--- src/rtl/vend_datapath.sv ---
// Vending-machine coin datapath: latches a price, accumulates coins with saturation,
// and reports price-met, change due, coin count and reject/protocol-error pulses.
module vend_datapath #(
  parameter int W  = 8,
  parameter int CW = 4
) (
  input  logic          clk,
  input  logic          rst_n,
  input  logic          tc,
  input  logic          tw,
  input  logic [W-1:0]  a,
  input  logic [W-1:0]  s,
  output logic          tm,
  output logic [W-1:0]  tot,
  output logic [W-1:0]  chg,
  output logic          ovf,
  output logic [CW-1:0] ncoin,
  output logic          rej,
  output logic          err
);

  typedef enum logic [1:0] {
    IDLE  = 2'd0,
    ACCUM = 2'd1,
    PAID  = 2'd2
  } state_t;

  localparam logic [W-1:0]  TOT_MAX = '1;
  localparam logic [CW-1:0] CNT_MAX = '1;

  state_t        r_state;
  logic [W-1:0]  r_tot;
  logic [W-1:0]  r_s;
  logic [CW-1:0] r_ncoin;
  logic          r_ovf;
  logic          r_rej;
  logic          r_err;

  logic [W:0]    w_sum;
  logic          w_price_met;

  // One extra bit on the sum exposes the carry that signals saturation.
  assign w_sum       = {1'b0, r_tot} + {1'b0, a};
  assign w_price_met = (r_tot >= r_s);

  always_ff @(posedge clk or negedge rst_n) begin
    // NOTE: every register, including the latched price, gets a reset value so
    // the block comes out of reset in a fully defined IDLE condition.
    if (!rst_n) begin
      r_state <= IDLE;
      r_tot   <= '0;
      r_s     <= '0;
      r_ncoin <= '0;
      r_ovf   <= 1'b0;
      r_rej   <= 1'b0;
      r_err   <= 1'b0;
    end else begin
      // NOTE: non-blocking assignments so all registers update from pre-edge values.
      r_rej <= 1'b0;
      r_err <= 1'b0;
      if (tc) begin
        r_tot   <= '0;
        r_ncoin <= '0;
        r_ovf   <= 1'b0;
        r_s     <= s;
        r_state <= ACCUM;
        r_err   <= tw;
      end else if (tw) begin
        if (r_state == ACCUM) begin
          if (w_sum[W]) begin
            r_tot <= TOT_MAX;
            r_ovf <= 1'b1;
          end else begin
            r_tot <= w_sum[W-1:0];
          end
          if (r_ncoin != CNT_MAX) r_ncoin <= r_ncoin + 1'b1;
        end else begin
          r_rej <= 1'b1;
        end
      end else if (r_state == ACCUM && w_price_met) begin
        r_state <= PAID;
      end
    end
  end

  // Outputs decode registers only; PAID is entered only with tot >= price and
  // tot is frozen there, so the subtraction cannot underflow.
  assign tm    = (r_state == PAID);
  assign chg   = (r_state == PAID) ? (r_tot - r_s) : '0;
  assign tot   = r_tot;
  assign ovf   = r_ovf;
  assign ncoin = r_ncoin;
  assign rej   = r_rej;
  assign err   = r_err;

endmodule

--- config.mk ---
export PLATFORM = sky130hd
export DESIGN_NAME = vend_datapath
export DESIGN_NICKNAME = d
export VERILOG_FILES = /design/src/rtl/vend_datapath.sv
export SDC_FILE = /design/constraint.sdc
export NUM_CORES = 1
export LEC_CHECK = 0
export CAP_MARGIN = 20
export CORE_MARGIN = 2
export CORE_UTILIZATION = 40
export DETAILED_ROUTE_END_ITERATION = 10
export GPL_TIMING_DRIVEN = 0
export PLACE_DENSITY = 0.74
export SETUP_SLACK_MARGIN = 0.05
export SLEW_MARGIN = 30
export SYNTH_ARGS = -nofsm -noshare
export SYNTH_HDL_FRONTEND = slang
export SYNTH_SLANG_ARGS = --single-unit
--- constraint.sdc ---
create_clock -name clk -period 2.1 [get_ports clk]
set_input_delay 0.21 -clock clk [delete_from_list [all_inputs] [get_ports clk]]
set_output_delay 0.21 -clock clk [all_outputs]
set_load 0.005 [all_outputs]
Word level (Yosys, flattened, before mapping) --
Cells that the tools add are included.
Cells by class: add/sub/neg operators 3, magnitude comparators 1, equal/unequal tests 4, muxes and demuxes 20, reductions and logical operators 10
Operator list (number):
- $mux W8 | 5
- $mux W4 | 4
- $reduce_bool A2 Y1 | 5
- $add A8 B8 Y9 | 1
- $ge A8 B8 Y1 | 1
- $mux W1 | 8
- $sub A8 B8 Y8 | 1
- $mux W2 | 3
- $reduce_and A3 Y1 | 2
- $add A4 B1 Y4 const B | 1
- $ne A4 B4 Y1 const B | 1
- $reduce_and A2 Y1 | 2
- $eq A2 B1 Y1 const B | 1
- $eq A2 B2 Y1 const B | 1
- $ne A2 B2 Y1 const B | 1
- $logic_and A1 B1 Y1 | 1
Storage, ports and cells: flip-flop bits (word level) 25, bits of input ports 20, output and inout bits 24, word-level logic and storage cells 45

Depth between registers and ports, before layout --
Gate-level depths: netlist (run 1).
depth after elaboration 5, gate-level depth with buffers 9, gate-level depth less buffers 9

Least setup slack after synthesis (run 1) --
OpenSTA, ideal clock, no wires.
path type register to register, start reg r_tot[0], in the netlist tot[0], end reg r_ovf, in the netlist ovf, setup time 0.132 ns, arrival 1.829 ns, data required time 1.968 ns, setup slack 0.139 ns, stages on the path, launching flop included 8, path buffers 0, clock period less this slack 1.961 ns, cell sequence dfrtp_1 ha_1 fa_1 a21o_2 a21oi_2 o221a_4 o21ba_2 nor2_1
On the way: longest elaborated chain between the ends 3
RTL lines:
- from (decl) | line 32 | logic [W-1:0] r_tot;
- from (signal assigned) | line 74 | r_tot <= w_sum[W-1:0];
- $add A8 B8 Y9 | line 43 | assign w_sum = {1'b0, r_tot} + {1'b0, a};
- $reduce_bool A2 Y1 (no line)
- $reduce_and A3 Y1 (no line)
- to (signal assigned) | line 54 | r_ovf <= 1'b0;
- to (signal assigned) | line 64 | r_ovf <= 1'b0;
- to (signal assigned) | line 72 | r_ovf <= 1'b1;
- to (decl) | line 35 | logic r_ovf;
Every way passes these cells. A chain may end at the register's enable or synchronous reset.

Worst setup path after layout (run 1) --
start reg r_tot[0], in the netlist tot[0], end reg r_tot[7], in the netlist tot[7]
On the way: longest elaborated chain between the ends 5
RTL lines:
- $add A8 B8 Y9 | line 43
- $mux W8 | line 70 | if (w_sum[W]) begin
- $mux W8 | line 69 | if (r_state == ACCUM) begin
- $mux W8 | line 68 | end else if (tw) begin
- $mux W8 | line 61 | if (tc) begin
Every way passes these cells. The select of a mux whose other input is x is not followed.

==> results.sh, run 1 <==
export IMPL_outcome="finished, violations left"
export IMPL_violations="setup timing"
export IMPL_drc_errors=0
export IMPL_grt_max_degree=26
export IMPL_async_flop_share_pct=100
export IMPL_cts_tree="built"
export IMPL_yosys_warnings=0
export IMPL_fmax_mhz=431
export IMPL_globalRouteOverflowTotal=0
export IMPL_cts_root_buffer="clkbuf_8"
export IMPL_finalSetupViolCount=12
export IMPL_finClkSkew_ps=5.96
export IMPL_chipWidth_um=71.4
export IMPL_synth_most_common_cell="dfrtp_1"
export IMPL_rows=24
export IMPL_relSlewSlack_pct=61.1
export IMPL_avgSynthCellArea_um2=9.31
export IMPL_htreeDepth=1
export IMPL_die_area_um2=5090
export IMPL_gp_congestion=0.891
export IMPL_setup_tns_ps=-2000
export IMPL_clk_latency_ps=270
export IMPL_initial_core_util_pct=41.7
export IMPL_drt_iter0_drc=92
export IMPL_drv_slew=0
export IMPL_clock_path_buffers=2
export IMPL_leakage_nw=1.15
export IMPL_ioPinCount=44
export IMPL_numCtsBuffers=3
export IMPL_synthSimpleGateAreaFrac_pct=16.2
export IMPL_crit_path_start_kind="flop"
export IMPL_port_buffers=43
export IMPL_synth_xor_area_share_pct=4.82
export IMPL_drive_above_1_share_pct=28.1
export IMPL_p_per_area_nw_per_um2=930
export IMPL_syn_inst=195
export IMPL_crit_path_cell_trace="buf_4 -> buf_6 -> buf_6 -> ha_4 -> fa_2 -> a21o_4 -> a21oi_4 -> buf_6 -> o211ai_1 -> mux2i_1 -> a211oi_2"
export IMPL_chipHeight_um=71.4
export IMPL_synth_nets=234
export IMPL_path_class="flop to flop"
export IMPL_ir_worst_vdd_mv=0.398
export IMPL_fin_crit_sh_pct=110
export IMPL_dr_pass1_iters=4
export IMPL_layout_setup_ws_ps=-219
export IMPL_synth_edf_count=0
export IMPL_synthToLayoutAreaGrowth_pct=48.0
export IMPL_synth_cell_type_count=47
export IMPL_dp_hpwl_um=3240
export IMPL_synth_top_area_share_pct=34.5
export IMPL_fin_crit_ps=2320
export IMPL_fin_hold_ws_ps=462
export IMPL_ys_top_cells_by_count="25 x dfrtp_1, 24 x nor2_1, 17 x ha_1, 17 x inv_1, 12 x o21ai_0"
export IMPL_cts_clk_slew_worst_paths_ps=90
export IMPL_worst_pin_slew_ps=584
export IMPL_cp_end_kind="flop"
export IMPL_synth_top_family_by_area="compound AO/OA/AOI/OAI gates"
export IMPL_ant_nets=0
export IMPL_wire_per_inst_um=15.2
export IMPL_cap_violations=0
export IMPL_synth_mux_area_share_pct=1.72
export IMPL_worst_path_most_repeated_cell="buf_6"
export IMPL_critPathRequiredTime_ps=2250
export IMPL_synth_area_leaders="dfrtp_1 34%, ha_1 12%, nor2_1 5.0%, inv_1 3.5%, o21ai_0 3.3%"
export IMPL_syn_area_um2=1820
export IMPL_grt_setup_unrepaired="yes"
export IMPL_cpLargestDelayFamily="compound AO/OA/AOI/OAI gates"
export IMPL_grt_usage_pct=18.4
export IMPL_coreArea_um2=4350
export IMPL_via_per_inst=5.52
export IMPL_arrival_ps=2470
export IMPL_crit_fanout=5
export IMPL_ys_ff_latch=25
export IMPL_nets=303
export IMPL_routed_wl_um=4790
export IMPL_worstPathBufferInverterCount=4
export IMPL_num_vias=1740
export IMPL_fillers=369
export IMPL_grt_pass1_vias=1663
export IMPL_report_final_hold_viol_count=0
export IMPL_ys_seq_area_share_pct=34.5
export IMPL_synth_compound_area_share_pct=23.8
export IMPL_yosysTopAreaCell="dfrtp_1"
export IMPL_grt_pass1_wl_um=7640
export IMPL_clkSinkCount=25
export IMPL_worst_path_max_delay_cell="dfrtp_1"
export IMPL_ys_flop_type="dfrtp_1"
export IMPL_final_core_util_pct=61.7
export IMPL_synthAdderAreaFrac_pct=13.9
export IMPL_post_place_ws_ps=-408
export IMPL_antenna_found_initial=0
export IMPL_hp_class="primary input to asynchronous set/reset pin"
export IMPL_diodes=0
export IMPL_crit_path_max_incr_delay_ps=400
[flip-flops by register name (all words and copies together) (netlist names)]
| name | cells |
|---|---|
| tot | 8 |
| r_state | 2 |
| rej | 1 |
| ovf | 1 |
| err | 1 |
| ncoin | 4 |
| r_s | 8 |
[final cells by class]
cell class / instances / area (µm²) / share of cell area (%)
Timing Repair Buffer: 64 / 582 / 21.6
Sequential cell: 25 / 631 / 23.5
Tap cell: 52 / 65.1 / 2.42
Clock inverter: 1 / 5.00 / 0.186
Buffer: 6 / 28.8 / 1.07
Clock buffer: 3 / 41.3 / 1.54
Multi-Input combinational cell: 147 / 1270 / 47.3
Inverter: 17 / 63.8 / 2.37
[per-layer routing]
metal | part of all wire (%) | vias to the layer above | global-route usage (%)
met5 | 0 | - | 0
met4 | 1.1 | 0 | 7.55
met3 | 2.9 | 8 | 1.55
met2 | 52 | 39 | 31.4
met1 | 44 | 848 | 24.2
li1 | - | 845 | -
[stage by stage]
step	instances	instance area, µm²	total power, mW
4_1_cts	307	2560	2.30
3_3_place_gp	290	2310	1.76
6_report	315	2690	2.50
2_1_floorplan	195	1820	1.43
3_5_place_dp	290	2310	1.79
5_1_grt	315	2690	2.68
[power by group]
group | internal (mW) | switching [mW] | total [mW]
combinational | 0.820 | 0.728 | 1.55
sequential | 0.567 | 0.100 | 0.668
clock | 0.133 | 0.152 | 0.285
[worst paths after layout]
check | cells after the start | from | to | slack [ps]
hold reg to reg | 2 | r_s[4]$_DFFE_PN0P_ | r_s[4]$_DFFE_PN0P_ | 530
max in group asynchronous | 2 | rst_n | tot[6]$_DFFE_PN0P_ | 1210
hold / removal | 2 | rst_n | err$_DFF_PN0_ | 460
setup / recovery | 11 | tot[0]$_DFFE_PN0P_ | tot[7]$_DFFE_PN0P_ | -220
setup reg to reg | 11 | tot[0]$_DFFE_PN0P_ | tot[7]$_DFFE_PN0P_ | -220
min in group clk | 3 | s[4] | r_s[4]$_DFFE_PN0P_ | 510
[cells by family (layout without fill, tap and decap cells)]
family / after synthesis / after routing
xor gates and xnor gates: 10 / 10
muxes: 3 / 3
DFF: 25 / 25
and+or+nand+nor: 60 / 60
adders and majority gates: 19 / 19
AOI/OAI and AO/OA: 55 / 55
buffers and inverters: 23 / 91
[what timing repair did]
action,CTS,global route
pin swaps,23,18
hold buffers,1,0
resized for setup,47,23
endpoints found under the setup margin,17,17
endpoints found under the hold margin,25,0
setup buffers,12,8
[placed cells by master, fill, tap and decap left out, types with 6 or more instances in the layout]
cell / n
a211oi_2: 6
a21oi_1: 6
buf_2: 9
buf_4: 14
buf_6: 7
clkdlybuf4s50_1: 35
dfrtp_1: 21
ha_1: 9
ha_4: 7
inv_1: 13
nand2_1: 10
nor2_1: 24
o21ai_0: 11
Power figures use the tool's default switching activity.
==> run 2, diff against run 1 <==
Settings changed: CORE_UTILIZATION 40 to 50, MAX_ROUTING_LAYER set to met4, PLACE_DENSITY 0.74 to 0.88.
==> run 2 against run 1 <==
  * The flow still finishes with violations (setup timing)
  * Flip-flop and latch count unchanged
  * First-iteration DRC count down 14%
  * Sequential power down 1%
  * Via count up 3.2%
  * Hold slack worse by 76 ps
  * Final cell count down 0.95%
  * Fmax down 4.9%
  * Utilization up 16 points
  * Critical path depth unchanged
  * Final area down 0.79%
  * Highest routed layer unchanged
==> results.sh, run 2 (synthesis gave the netlist of run 1 again) <==
export IMPL_port_buffers=43
export IMPL_finalNonFillerCells=312
export IMPL_fin_hold_ws_ps=386
export IMPL_final_common_cell="clkdlybuf4s50_1"
export IMPL_cap_violations=0
export IMPL_leakage_nw=1.15
export IMPL_crit_path_start_kind="flop"
export IMPL_grt_use_met2_pct=43.4
export IMPL_nets=306
export IMPL_synthToLayoutAreaGrowth_pct=46.9
export IMPL_via_per_inst=5.75
export IMPL_path_class="flop to output pin"
export IMPL_place_inst=284
export IMPL_chipHeight_um=64.3
export IMPL_die_area_um2=4130
export IMPL_finClkSkew_ps=16.7
export IMPL_finalSetupViolCount=11
export IMPL_clock_path_buffers=2
export IMPL_rows=21
export IMPL_cp_end_kind="output pin"
export IMPL_ir_worst_vdd_mv=0.576
export IMPL_multi_input_area_um2=1260
export IMPL_rrSetupSlack_ps=-80
export IMPL_drt_iter0_drc=79
export IMPL_grt_max_degree=26
export IMPL_ioPinCount=44
export IMPL_arrival_ps=2230
export IMPL_startpoint="tot[0]$_DFFE_PN0P_"
export IMPL_antenna_found_initial=0
export IMPL_post_place_ws_ps=-390
export IMPL_mostFrequentLayoutCells="35 x clkdlybuf4s50_1, 23 x nor2_1, 23 x dfrtp_1"
export IMPL_reg2regPathDepth=11
export IMPL_num_vias=1795
export IMPL_fin_crit_ps=2440
export IMPL_grt_usage_pct=26.7
export IMPL_report_final_hold_viol_count=0
export IMPL_globalRouteOverflowTotal=0
export IMPL_grt_pass1_wl_um=8300
export IMPL_relSlewSlack_pct=61.2
export IMPL_drive_above_1_share_pct=27.8
export IMPL_htreeDepth=1
export IMPL_hp_class="primary input to asynchronous set/reset pin"
export IMPL_grt_use_met3_pct=3.17
export IMPL_violations="setup timing"
export IMPL_layout_setup_ws_ps=-339
export IMPL_clkSinkCount=25
export IMPL_grt_setup_unrepaired="yes"
export IMPL_ant_nets=0
export IMPL_diodes=0
export IMPL_numCtsBuffers=3
export IMPL_fillers=218
export IMPL_initial_core_util_pct=53.2
export IMPL_grtUsageMet1_pct=32.7
export IMPL_r2r_end="r_state[1]$_DFFE_PN0P_"
export IMPL_dr_pass1_iters=4
export IMPL_routed_wl_um=5180
export IMPL_outcome="finished, violations left"
export IMPL_grt_pass1_vias=1755
export IMPL_chipWidth_um=64.3
export IMPL_cts_root_buffer="clkbuf_4"
export IMPL_drc_errors=0
export IMPL_fin_crit_sh_pct=116
export IMPL_busiest_layer="met2"
export IMPL_p_per_area_nw_per_um2=927
export IMPL_critPathRequiredTime_ps=1890
export IMPL_crit_fanout=2
export IMPL_reg2reg_from="tot[0]$_DFFE_PN0P_"
export IMPL_clk_latency_ps=340
export IMPL_wire_per_inst_um=16.6
export IMPL_coreArea_um2=3420
export IMPL_power_mw=2.47
export IMPL_fmax_mhz=410
export IMPL_cts_tree="built"
export IMPL_cts_clk_slew_worst_paths_ps=150
export IMPL_drv_slew=0
export IMPL_dp_hpwl_um=3210
export IMPL_worst_pin_slew_ps=582
export IMPL_regArea_um2=628
export IMPL_gp_congestion=0.834
run 2: cell count changes in the layout (fill, tap and decap cells not counted), moves of 2 or more:
cell / delta
buf_4: +6
buf_6: -3
clkbuf_4: +3
clkbuf_8: -3
dfrtp_1: +2
dfrtp_2: -2
run 2: repair_timing:
action,in CTS,in global routing
pin swaps,17,18
endpoints found under the setup margin,17,20
resized for setup,46,17
buffers inserted,14,10
hold buffers,1,0
endpoints found under the hold margin,25,0
gates cloned,0,0
run 2: critical path, cell delays in order (launching register included):
cell	delay, ps
dfrtp_1	420
inv_2	90
ha_4	130
inv_2	40
fa_2	380
a21o_1	190
a21oi_2	180
buf_4	140
nor2b_2	40
nand4_1	60
o211ai_1	80
buf_2	140
run 2: where the power goes:
part / switching (mW) / internal (mW) / leakage, nW
clock: 0.151 / 0.0731 / 0.0139
sequential: 0.0930 / 0.565 / 0.317
combinational: 0.769 / 0.820 / 0.818
total: 1.01 / 1.46 / 1.15
run 2: metal layers:
layer,vias up,routed length [µm]
met5,-,0
met4,0,241
met3,22,239
met2,68,2570
met1,854,2130
li1,851,-
run 2: final cells by class:
class	count	share of cell area, %
tap	46	2.16
timing repair buffer	67	22.2
sequential	25	23.6
clock inverter	1	0.282
inverter	17	2.39
clock buffer	3	0.845
buffer	6	1.08
multi-input combinational	147	47.4
run 2: how the worst max path moves through the flow:
| stage | depth (start not counted) | end | slack, ps |
|---|---|---|---|
| global route | 11 | chg[6] | -470 |
| detailed placement | 9 | chg[6] | -390 |
| finish | 11 | chg[6] | -340 |
| floorplan | 7 | ovf$_DFFE_PN0P_ | 140 |
| global placement | 9 | chg[6] | -370 |
| CTS | 11 | chg[6] | -270 |
run 2: metrics by stage:
step                cell area [µm²]  util, %  TNS (ps)
floorplan                      1820        -         0
global placement               2300     67.4     -2950
detailed placement             2300     67.3     -3480
CTS                            2540     74.4     -1170
global route                   2670     78.1     -2660
finish                         2670     78.1     -1610
==> run 3, diff against run 2 <==
Settings changed: GPL_ROUTABILITY_DRIVEN set to 0.
==> results of run 3 <==
The final DEF is identical to that of run 2; final timing and power are the same.
